$ cat config.mk
export PLATFORM = sky130hd
export DESIGN_NAME = pinc_sched
export DESIGN_NICKNAME = d
export VERILOG_FILES = /design/src/rtl/agc_pinc_pkg.sv /design/src/rtl/pinc_pri_enc.sv /design/src/rtl/pinc_sched.sv
export SDC_FILE = /design/constraint.sdc
export NUM_CORES = 1
export LEC_CHECK = 0
export ABC_AREA = 1
export CAP_MARGIN = 0
export CORE_MARGIN = 5
export CORE_UTILIZATION = 39
export CTS_CLUSTER_SIZE = 8
export DETAILED_ROUTE_END_ITERATION = 10
export PLACE_DENSITY = 0.73
export RECOVER_POWER = 25
export SLEW_MARGIN = 20
export SYNTH_ARGS = -nofsm -noshare
export SYNTH_HDL_FRONTEND = slang
export SYNTH_SLANG_ARGS = --single-unit
$ cat constraint.sdc
create_clock -name CLOCK -period 3.16 [get_ports CLOCK]
set_clock_uncertainty 0.1 [all_clocks]
set_input_delay 0.632 -clock CLOCK [delete_from_list [all_inputs] [get_ports CLOCK]]
set_output_delay 0.632 -clock CLOCK [all_outputs]
set_load 0.03 [all_outputs]
$ cat src/rtl/agc_pinc_pkg.sv
// Shared definitions for the PIPA increment scheduler: source indices,
// axis codes, arbiter state type and widths.
// Optional build macro used by the consumers of this package: PINC_RR_EN.
package agc_pinc_pkg;

  localparam int unsigned SRC_N  = 6;
  localparam int unsigned IDX_W  = 3;
  localparam int unsigned AXIS_W = 2;

  // Source bit positions (same order as PIPIN / PEND)
  localparam int unsigned SRC_XP = 0;
  localparam int unsigned SRC_XM = 1;
  localparam int unsigned SRC_YP = 2;
  localparam int unsigned SRC_YM = 3;
  localparam int unsigned SRC_ZP = 4;
  localparam int unsigned SRC_ZM = 5;

  // Counter address codes
  localparam logic [AXIS_W-1:0] AXIS_X = 2'd0;
  localparam logic [AXIS_W-1:0] AXIS_Y = 2'd1;
  localparam logic [AXIS_W-1:0] AXIS_Z = 2'd2;

  typedef enum logic {
    ST_IDLE = 1'b0,
    ST_REQ  = 1'b1
  } pinc_state_e;

endpackage

$ cat src/rtl/pinc_pri_enc.sv
// Combinational arbiter: cancels axes with both P and M pending, then picks
// one remaining source.
//   pend_i   : pending latches
//   start_i  : round-robin search start (only with PINC_RR_EN)
//   valid_c  : a source remains after cancellation
//   idx_c    : selected source index
//   cancel_c : bits cleared by P/M cancellation
// Build macro: PINC_RR_EN selects round-robin instead of fixed priority.
module pinc_pri_enc
  import agc_pinc_pkg::*;
(
`ifdef PINC_RR_EN
  input  logic [IDX_W-1:0] start_i,
`endif
  input  logic [SRC_N-1:0] pend_i,
  output logic             valid_c,
  output logic [IDX_W-1:0] idx_c,
  output logic [SRC_N-1:0] cancel_c
);

  logic [SRC_N-1:0] rem_c;

  // Opposing pulses on one axis cancel each other out
  always_comb begin
    cancel_c = '0;
    for (int a = 0; a < 3; a++) begin
      if (pend_i[2*a] && pend_i[2*a+1]) cancel_c[2*a +: 2] = 2'b11;
    end
  end

  assign rem_c   = pend_i & ~cancel_c;
  assign valid_c = |rem_c;

`ifdef PINC_RR_EN
  int j_c;

  // Scan downward so the candidate nearest to start_i is written last
  always_comb begin
    idx_c = '0;
    j_c   = 0;
    for (int k = int'(SRC_N) - 1; k >= 0; k--) begin
      j_c = (int'(start_i) + k) % int'(SRC_N);
      if (rem_c[j_c]) idx_c = IDX_W'(j_c);
    end
  end
`else
  // Lowest index wins: XP > XM > YP > YM > ZP > ZM
  always_comb begin
    idx_c = '0;
    for (int i = int'(SRC_N) - 1; i >= 0; i--) begin
      if (rem_c[i]) idx_c = IDX_W'(i);
    end
  end
`endif

endmodule

$ cat src/rtl/pinc_sched.sv
// PIPA increment scheduler: latches accelerometer pulses, arbitrates them
// one per counter slot and hands each to the shared counter unit.
//   CLOCK, rst (async, active-low)
//   PIPIN    : pulse inputs XP,XM,YP,YM,ZP,ZM
//   T_SLOT   : counter slot strobe       CTR_ACK  : counter took increment
//   GOJAM    : synchronous restart       CLR_FAIL : clear overrun flag
//   CTR_REQ/CTR_ADDR/CTR_SIGN : registered increment request
//   PIPAFL   : sticky overrun flag       PEND     : pending latches
// Build macro: PINC_RR_EN enables round-robin arbitration.
module pinc_sched
  import agc_pinc_pkg::*;
(
  input  logic              CLOCK,
  input  logic              rst,
  input  logic [SRC_N-1:0]  PIPIN,
  input  logic              T_SLOT,
  input  logic              CTR_ACK,
  input  logic              GOJAM,
  input  logic              CLR_FAIL,
  output logic              CTR_REQ,
  output logic [AXIS_W-1:0] CTR_ADDR,
  output logic              CTR_SIGN,
  output logic              PIPAFL,
  output logic [SRC_N-1:0]  PEND
);

  pinc_state_e       state_q, state_d;
  logic [SRC_N-1:0]  pend_q, pend_d;
  logic              fail_q, fail_d;
  logic              req_q, req_d;
  logic [AXIS_W-1:0] addr_q, addr_d;
  logic              sign_q, sign_d;
  logic [IDX_W-1:0]  gidx_q, gidx_d;

  logic              valid_c;
  logic [IDX_W-1:0]  idx_c;
  logic [SRC_N-1:0]  cancel_c;
  logic [SRC_N-1:0]  clr_c;
  logic [SRC_N-1:0]  ovr_c;

`ifdef PINC_RR_EN
  logic [IDX_W-1:0]  ptr_q, ptr_d;
`endif

  pinc_pri_enc u_pri_enc (
`ifdef PINC_RR_EN
    .start_i  (ptr_q),
`endif
    .pend_i   (pend_q),
    .valid_c  (valid_c),
    .idx_c    (idx_c),
    .cancel_c (cancel_c)
  );

  // Next-state: arbitration, grant completion, pulse capture, overrun flag
  always_comb begin
    state_d = state_q;
    pend_d  = pend_q;
    fail_d  = fail_q;
    req_d   = req_q;
    addr_d  = addr_q;
    sign_d  = sign_q;
    gidx_d  = gidx_q;
    clr_c   = '0;
    ovr_c   = '0;
`ifdef PINC_RR_EN
    ptr_d   = ptr_q;
`endif
    if (GOJAM) begin
      state_d = ST_IDLE;
      pend_d  = '0;
      req_d   = 1'b0;
      addr_d  = '0;
      sign_d  = 1'b0;
    end else begin
      case (state_q)
        ST_IDLE: begin
          if (T_SLOT) begin
            clr_c = cancel_c;
            if (valid_c) begin
              state_d = ST_REQ;
              req_d   = 1'b1;
              addr_d  = AXIS_W'(idx_c >> 1);
              sign_d  = idx_c[0];
              gidx_d  = idx_c;
            end
          end
        end
        ST_REQ: begin
          if (CTR_ACK) begin
            clr_c[gidx_q] = 1'b1;
            state_d       = ST_IDLE;
            req_d         = 1'b0;
`ifdef PINC_RR_EN
            ptr_d = (gidx_q == IDX_W'(SRC_N - 1)) ? '0 : gidx_q + IDX_W'(1);
`endif
          end
        end
        default: state_d = ST_IDLE;
      endcase
      // A pulse landing on a bit being cleared this edge is not an overrun
      ovr_c  = PIPIN & pend_q & ~clr_c;
      pend_d = (pend_q & ~clr_c) | PIPIN;
      if (|ovr_c)        fail_d = 1'b1;
      else if (CLR_FAIL) fail_d = 1'b0;
    end
  end

  always_ff @(posedge CLOCK or negedge rst) begin
    if (!rst) begin
      state_q <= ST_IDLE;
      pend_q  <= '0;
      fail_q  <= 1'b0;
      req_q   <= 1'b0;
      addr_q  <= '0;
      sign_q  <= 1'b0;
      gidx_q  <= '0;
`ifdef PINC_RR_EN
      ptr_q   <= '0;
`endif
    end else begin
      state_q <= state_d;
      pend_q  <= pend_d;
      fail_q  <= fail_d;
      req_q   <= req_d;
      addr_q  <= addr_d;
      sign_q  <= sign_d;
      gidx_q  <= gidx_d;
`ifdef PINC_RR_EN
      ptr_q   <= ptr_d;
`endif
    end
  end

  assign CTR_REQ  = req_q;
  assign CTR_ADDR = addr_q;
  assign CTR_SIGN = sign_q;
  assign PIPAFL   = fail_q;
  assign PEND     = pend_q;

endmodule

# After elaboration in Yosys (flattened, before gate mapping)

Index checks and enable logic that the tools add are counted.

$lt $le $gt $ge: 2
Equal/unequal tests: 4
Bitwise logic cells: 9
Reduce and logical (&&, ||, !) cells: 13
Multiplexer cells: 36

Operators by type and width:

| operator                                                           | count |
|---|---|
| bitwise AND 6 bit                                                  | 4 |
| 2-to-1 mux 6 bit                                                   | 4 |
| 2-to-1 mux 3 bit                                                   | 6 |
| 2-to-1 mux 1 bit                                                   | 15 |
| 2-to-1 mux 2 bit                                                   | 7 |
| NOT 6 bit                                                          | 2 |
| one-hot mux 6 bit (2 select lines)                                 | 1 |
| OR reduction 6 bit                                                 | 2 |
| != test 3 bit (second input constant)                              | 2 |
| bitwise OR 6 bit                                                   | 1 |
| AND reduction 3 bit                                                | 2 |
| nonzero test 2 bit                                                 | 3 |
| logical AND 1 bit                                                  | 4 |
| < comparator 3 x 4 -> 1 bit (second input constant)                | 1 |
| one-hot mux 1 bit (2 select lines)                                 | 2 |
| AND reduction 4 bit                                                | 1 |
| demux 1 bit (select 3 bit)                                         | 1 |
| greater-or-equal comparator 3 x 1 -> 1 bit (second input constant) | 1 |
| != test 3 x 2 -> 1 bit (second input constant)                     | 1 |
| != test 2 bit (second input constant)                              | 1 |
| NOT 1 bit                                                          | 2 |
| AND reduction 2 bit                                                | 1 |

Bits in registers: 15
Logic and storage cells: 71
Bits of input ports: 12
Output and inout bits: 11

# Depth between registers and ports, before layout

Gate-level depths: netlist of run 1.

Word-level depth: 14
Mapped depth: 11
Depth with buffers taken out: 11

# Cells and area by module

A second synthesis of run 1 with hierarchy kept.

Cell total of the unflattened synthesis: 125
Area, all modules: 960.9 um^2

By module, submodules not included:

| module       | instances | cells an instance | area each (um^2) |
|---|---|---|---|
| pinc_sched   | 1         | 95                | 764.5 |
| pinc_pri_enc | 1         | 30                | 196.4 |

# Worst setup path after synthesis of run 1

Ideal clock, no wire load.

Path kind: register -> register
Start point: register pend_q[2] (netlist: PEND[2])
End point: register gidx_q[0]
Buffers on the path: 0
Clock period less this slack: 1.739 ns
Cell stages (with the launch flop): 10
Setup slack: 1.421 ns
Arrival time: 1.562 ns
Cells stage by stage: dfrtp_1 inv_1 ha_1 nand3_1 nand2_1 clkinv_1 nand2_1 nor2_2 nand3_1 o21ai_1

Word-level cells in the longest chain between the ends: 8
Elaborated cells on any way between the ends: 10
Classes of those cells: mux (5); bitwise (2); reduce/logical (3)

RTL lines:

| what                           | RTL line           | text |
|---|---|---|
| from (decl)                    | pinc_sched.sv:28   | `logic [SRC_N-1:0] pend_q, pend_d;` |
| from (signal assigned)         | pinc_sched.sv:123  | `pend_q <= pend_d;` |
| logical AND 1 bit              | pinc_pri_enc.sv:27 | `if (pend_i[2*a] && pend_i[2*a+1]) cancel_c[2*a +: 2] = 2'b11;` |
| 2-to-1 mux 2 bit               | pinc_pri_enc.sv:27 |  |
| NOT 6 bit                      | pinc_pri_enc.sv:31 | `assign rem_c = pend_i & ~cancel_c;` |
| bitwise AND 6 bit *            | pinc_pri_enc.sv:31 |  |
| 2-to-1 mux 3 bit (4 in series) | pinc_pri_enc.sv:51 | `if (rem_c[i]) idx_c = IDX_W'(i);` |
| to (signal assigned)           | pinc_sched.sv:128  | `gidx_q <= gidx_d;` |
| to (decl)                      | pinc_sched.sv:33   | `logic [IDX_W-1:0] gidx_q, gidx_d;` |

Mark *: on every way between the ends. The rest lies on a longest branch, timed or not.
A chain may end at the register's enable or synchronous reset.

# Worst setup path in the final report of run 1

Start point: register pend_q[0] (netlist: PEND[0])
End point: output PEND[0]

RTL lines:

| what      | RTL line         | text |
|---|---|---|
| to (decl) | pinc_sched.sv:24 | `output logic [SRC_N-1:0] PEND` |

No word-level cell between the ends.

==> qor.yml, run 1 <==
outcome:
  status: "complete, no violations"
timing:
  max_freq_mhz: 453
  hold_slack_ns: 0.394
  slew_violations: 0
  grt_setup_unrepaired: "no"
  finalSetupViolations: 0
  layout_min_cycle_time_ns: 2.21
  slew_headroom_pct: 52.9
  timing.final.crit_share_pct: 69.9
  hold_viol: 0
  finalSetupTns_ns: 0
  worst_pin_slew_ns: 0.704
job:
  cap_viol_max_count: 0
global_routing:
  grt-ovfl-total: 0
  grt_pass1_wl_um: 3580
  antenna_found_initial: 0
  grt_pass1_vias: 889
  grt_max_degree: 16
  grtUsageTotal_pct: 13.8
detailed_routing:
  drtIter0Drc: 13
  routed_wl_um: 2170
  dr_wl_met2_um: 1010
  drc_errors: 0
  first_pass_iters: 4
  wl_per_cell_um: 12.0
  vias: 887
  wl_met3_um: 117
  wl_met1_um: 956
  route.top_layer_used: "met4"
  viasPerCell: 4.90
  ant_nets: 0
power_and_ir_drop:
  power_density_nw_per_um2: 444
  ir_worst_vdd_mv: 0.391
  leakage_uw: 0.000623
  power_uw: 532
die:
  num_rows: 17
  die_area_um2: 3430
  die_y_um: 58.6
  die_w_um: 58.6
  start_util_pct: 41.2
  io_pins: 23
  coreArea_um2: 2230
setup_path:
  critical-path-max-stage-delay_ns: 0.71
  r2r_start: "PEND[2]"
  cp_data_arrival_time_ns: 1.48
  worstRegToRegCells: 9
  crit_required_ns: 2.43
  crit_family: "buffers and inverters"
  crit_chain: "clkdlybuf4s50_1"
  worstPathMaxFanout: 6
  rr_endpoint: "gidx_q[0]"
  worst_path_max_delay_cell: "clkdlybuf4s50_1"
  r2r_slack_ns: 1.39
  crit_type: "register to output port"
  cp.buffers_inverters: 1
  crit_path_end_kind: "output port"
  cp-start-kind: "register"
logic_synthesis:
  synth_top_cell_by_area: "dfrtp_1"
  async_flop_share_pct: 100
  synth.ff_latch_count: 15
  syn_nets: 148
  yosysWarningCount: 0
  synth_cell_types: 19
  synth.most_common_cell: "nand2_1"
  synthCells: 128
  synth-seq-area-share_pct: 40.8
  synth_top_area_share_pct: 40.8
  synth_area_um2: 920
  synthTopCellsByCount: "nand2_1 (43), inv_1 (16), dfrtp_1 (15)"
  synthTopCellsByArea: "dfrtp_1 (41%), nand2_1 (18%), ha_1 (11%), inv_1 (6.5%), nand3_1 (4.9%)"
  synthFlopType: "dfrtp_1"
  syn_avg_cell_area_um2: 7.18
  synth_edf_count: 0
clocking:
  hold_buffers: 0
  clock_latency_ns: 0.29
  clock-root-buffer: "clkbuf_4"
  cts_buffer_depth: 2
  cts_tree: "yes"
  cts_buffers: 3
  cts_setup_buffers: 0
  clock_sinks: 15
  clk_pin_slew_ns: 0.10
  htree_levels: 1
  ctsResizeCount: 0
placed_design:
  place.gp.congestion: 0.871
  hpwl_um: 1720
  place.port_buffers: 22
  dpl_cell_area_um2: 1170
worst_hold_path:
  min_from: "PIPAFL"
  min_path_cells: 2
  holdPathEnd: "PIPAFL"
  hold_class: "register to register"
layout:
  finalInstanceArea_um2: 1200
  syn_to_final_growth_pct: 30.2
  n_antenna_cell: 0
  final_nets: 174
  drive_above_1_share_pct: 6.54
[sequential cells by signal, indices dropped and copies added (netlist names)]
name      count
CTR_ADDR      2
CTR_REQ       1
CTR_SIGN      1
PEND          6
PIPAFL        1
gidx_q        3
state_q       1
[through the flow]
| stage | instances | utilization [%] | setup slack (ns) |
|---|---|---|---|
| global placement | 177 | 52.4 | 1.06 |
| floorplan | 128 | - | 1.42 |
| global route | 181 | 53.6 | 0.894 |
| finish | 181 | 53.6 | 0.952 |
| detailed placement | 177 | 52.4 | 1.07 |
| CTS | 181 | 53.6 | 0.939 |
[placed cells by master, fill, tap and decap left out, drive strengths merged]
cell and instances:
dfrtp 15, clkinv 3, nor2 14, and2 1
inv 19, nand3b 1, clkdlybuf4s50 21, dlygate4sd3 1
a31oi 1, nand2 43, nand3 10, a21oi 6
clkbuf 3, nor3 1, o21ai 5, nor4 1
ha 8
[cell type report]
type	count	area, um2
inverters	21	78.8
repair buffers	22	220
well taps	28	35.0
flip-flops and latches	15	375
fillers	228	1040
clock buffers	3	22.5
clock inverters	1	5.00
multi-input cells	91	460
[power breakdown]
group	internal [uW]	switching, uW	total (uW)
sequential	216	25.5	242
combinational	69.6	105	175
clock	47.2	68.3	116
[kinds of logic after synthesis]
family / after synthesis / share of synthesized area (%)
simple gates: 71 / 32.5
fa+ha+maj: 8 / 10.9
compound gates: 12 / 6.67
buf+inv: 22 / 9.12
flops: 15 / 40.8
[worst max-delay path by stage]
stage | from | end | slack, ns | cells after the start
floorplan | PEND[2] | gidx_q[0] | 1.42 | 9
global placement | CTR_ACK | PIPAFL | 1.06 | 12
detailed placement | T_SLOT | PIPAFL | 1.07 | 9
CTS | PEND[0] | PEND[0] | 0.94 | 1
global route | PEND[3] | PEND[3] | 0.89 | 1
finish | PEND[0] | PEND[0] | 0.95 | 1
[per-layer routing]
layer,track usage (%),up-vias
li1,-,449
met1,16.0,403
met2,22.2,25
met3,4.17,10
met4,8.61,0
met5,0,-
No activity file was read; power rests on OpenSTA's default activity.
==> run 2, diff against run 1 <==
==> constraint.sdc (replaced) <==
create_clock -name CLOCK -period 2.3 [get_ports CLOCK]
set_clock_uncertainty 0.1 [all_clocks]
set_input_delay 0.46 -clock CLOCK [delete_from_list [all_inputs] [get_ports CLOCK]]
set_output_delay 0.46 -clock CLOCK [all_outputs]
set_load 0.03 [all_outputs]
==> results of run 2 <==
Same layout as run 1 (identical final DEF). Status: complete, no violations.
Main changes from that run: setup slack after placement 1.07 ns -> 0.381 ns; setup slack after layout 0.952 ns -> 0.264 ns; register-to-register setup slack 1.39 ns -> 0.53 ns; total power 532 uW -> 731 uW; worst IR drop on VDD 0.391 mV -> 0.537 mV
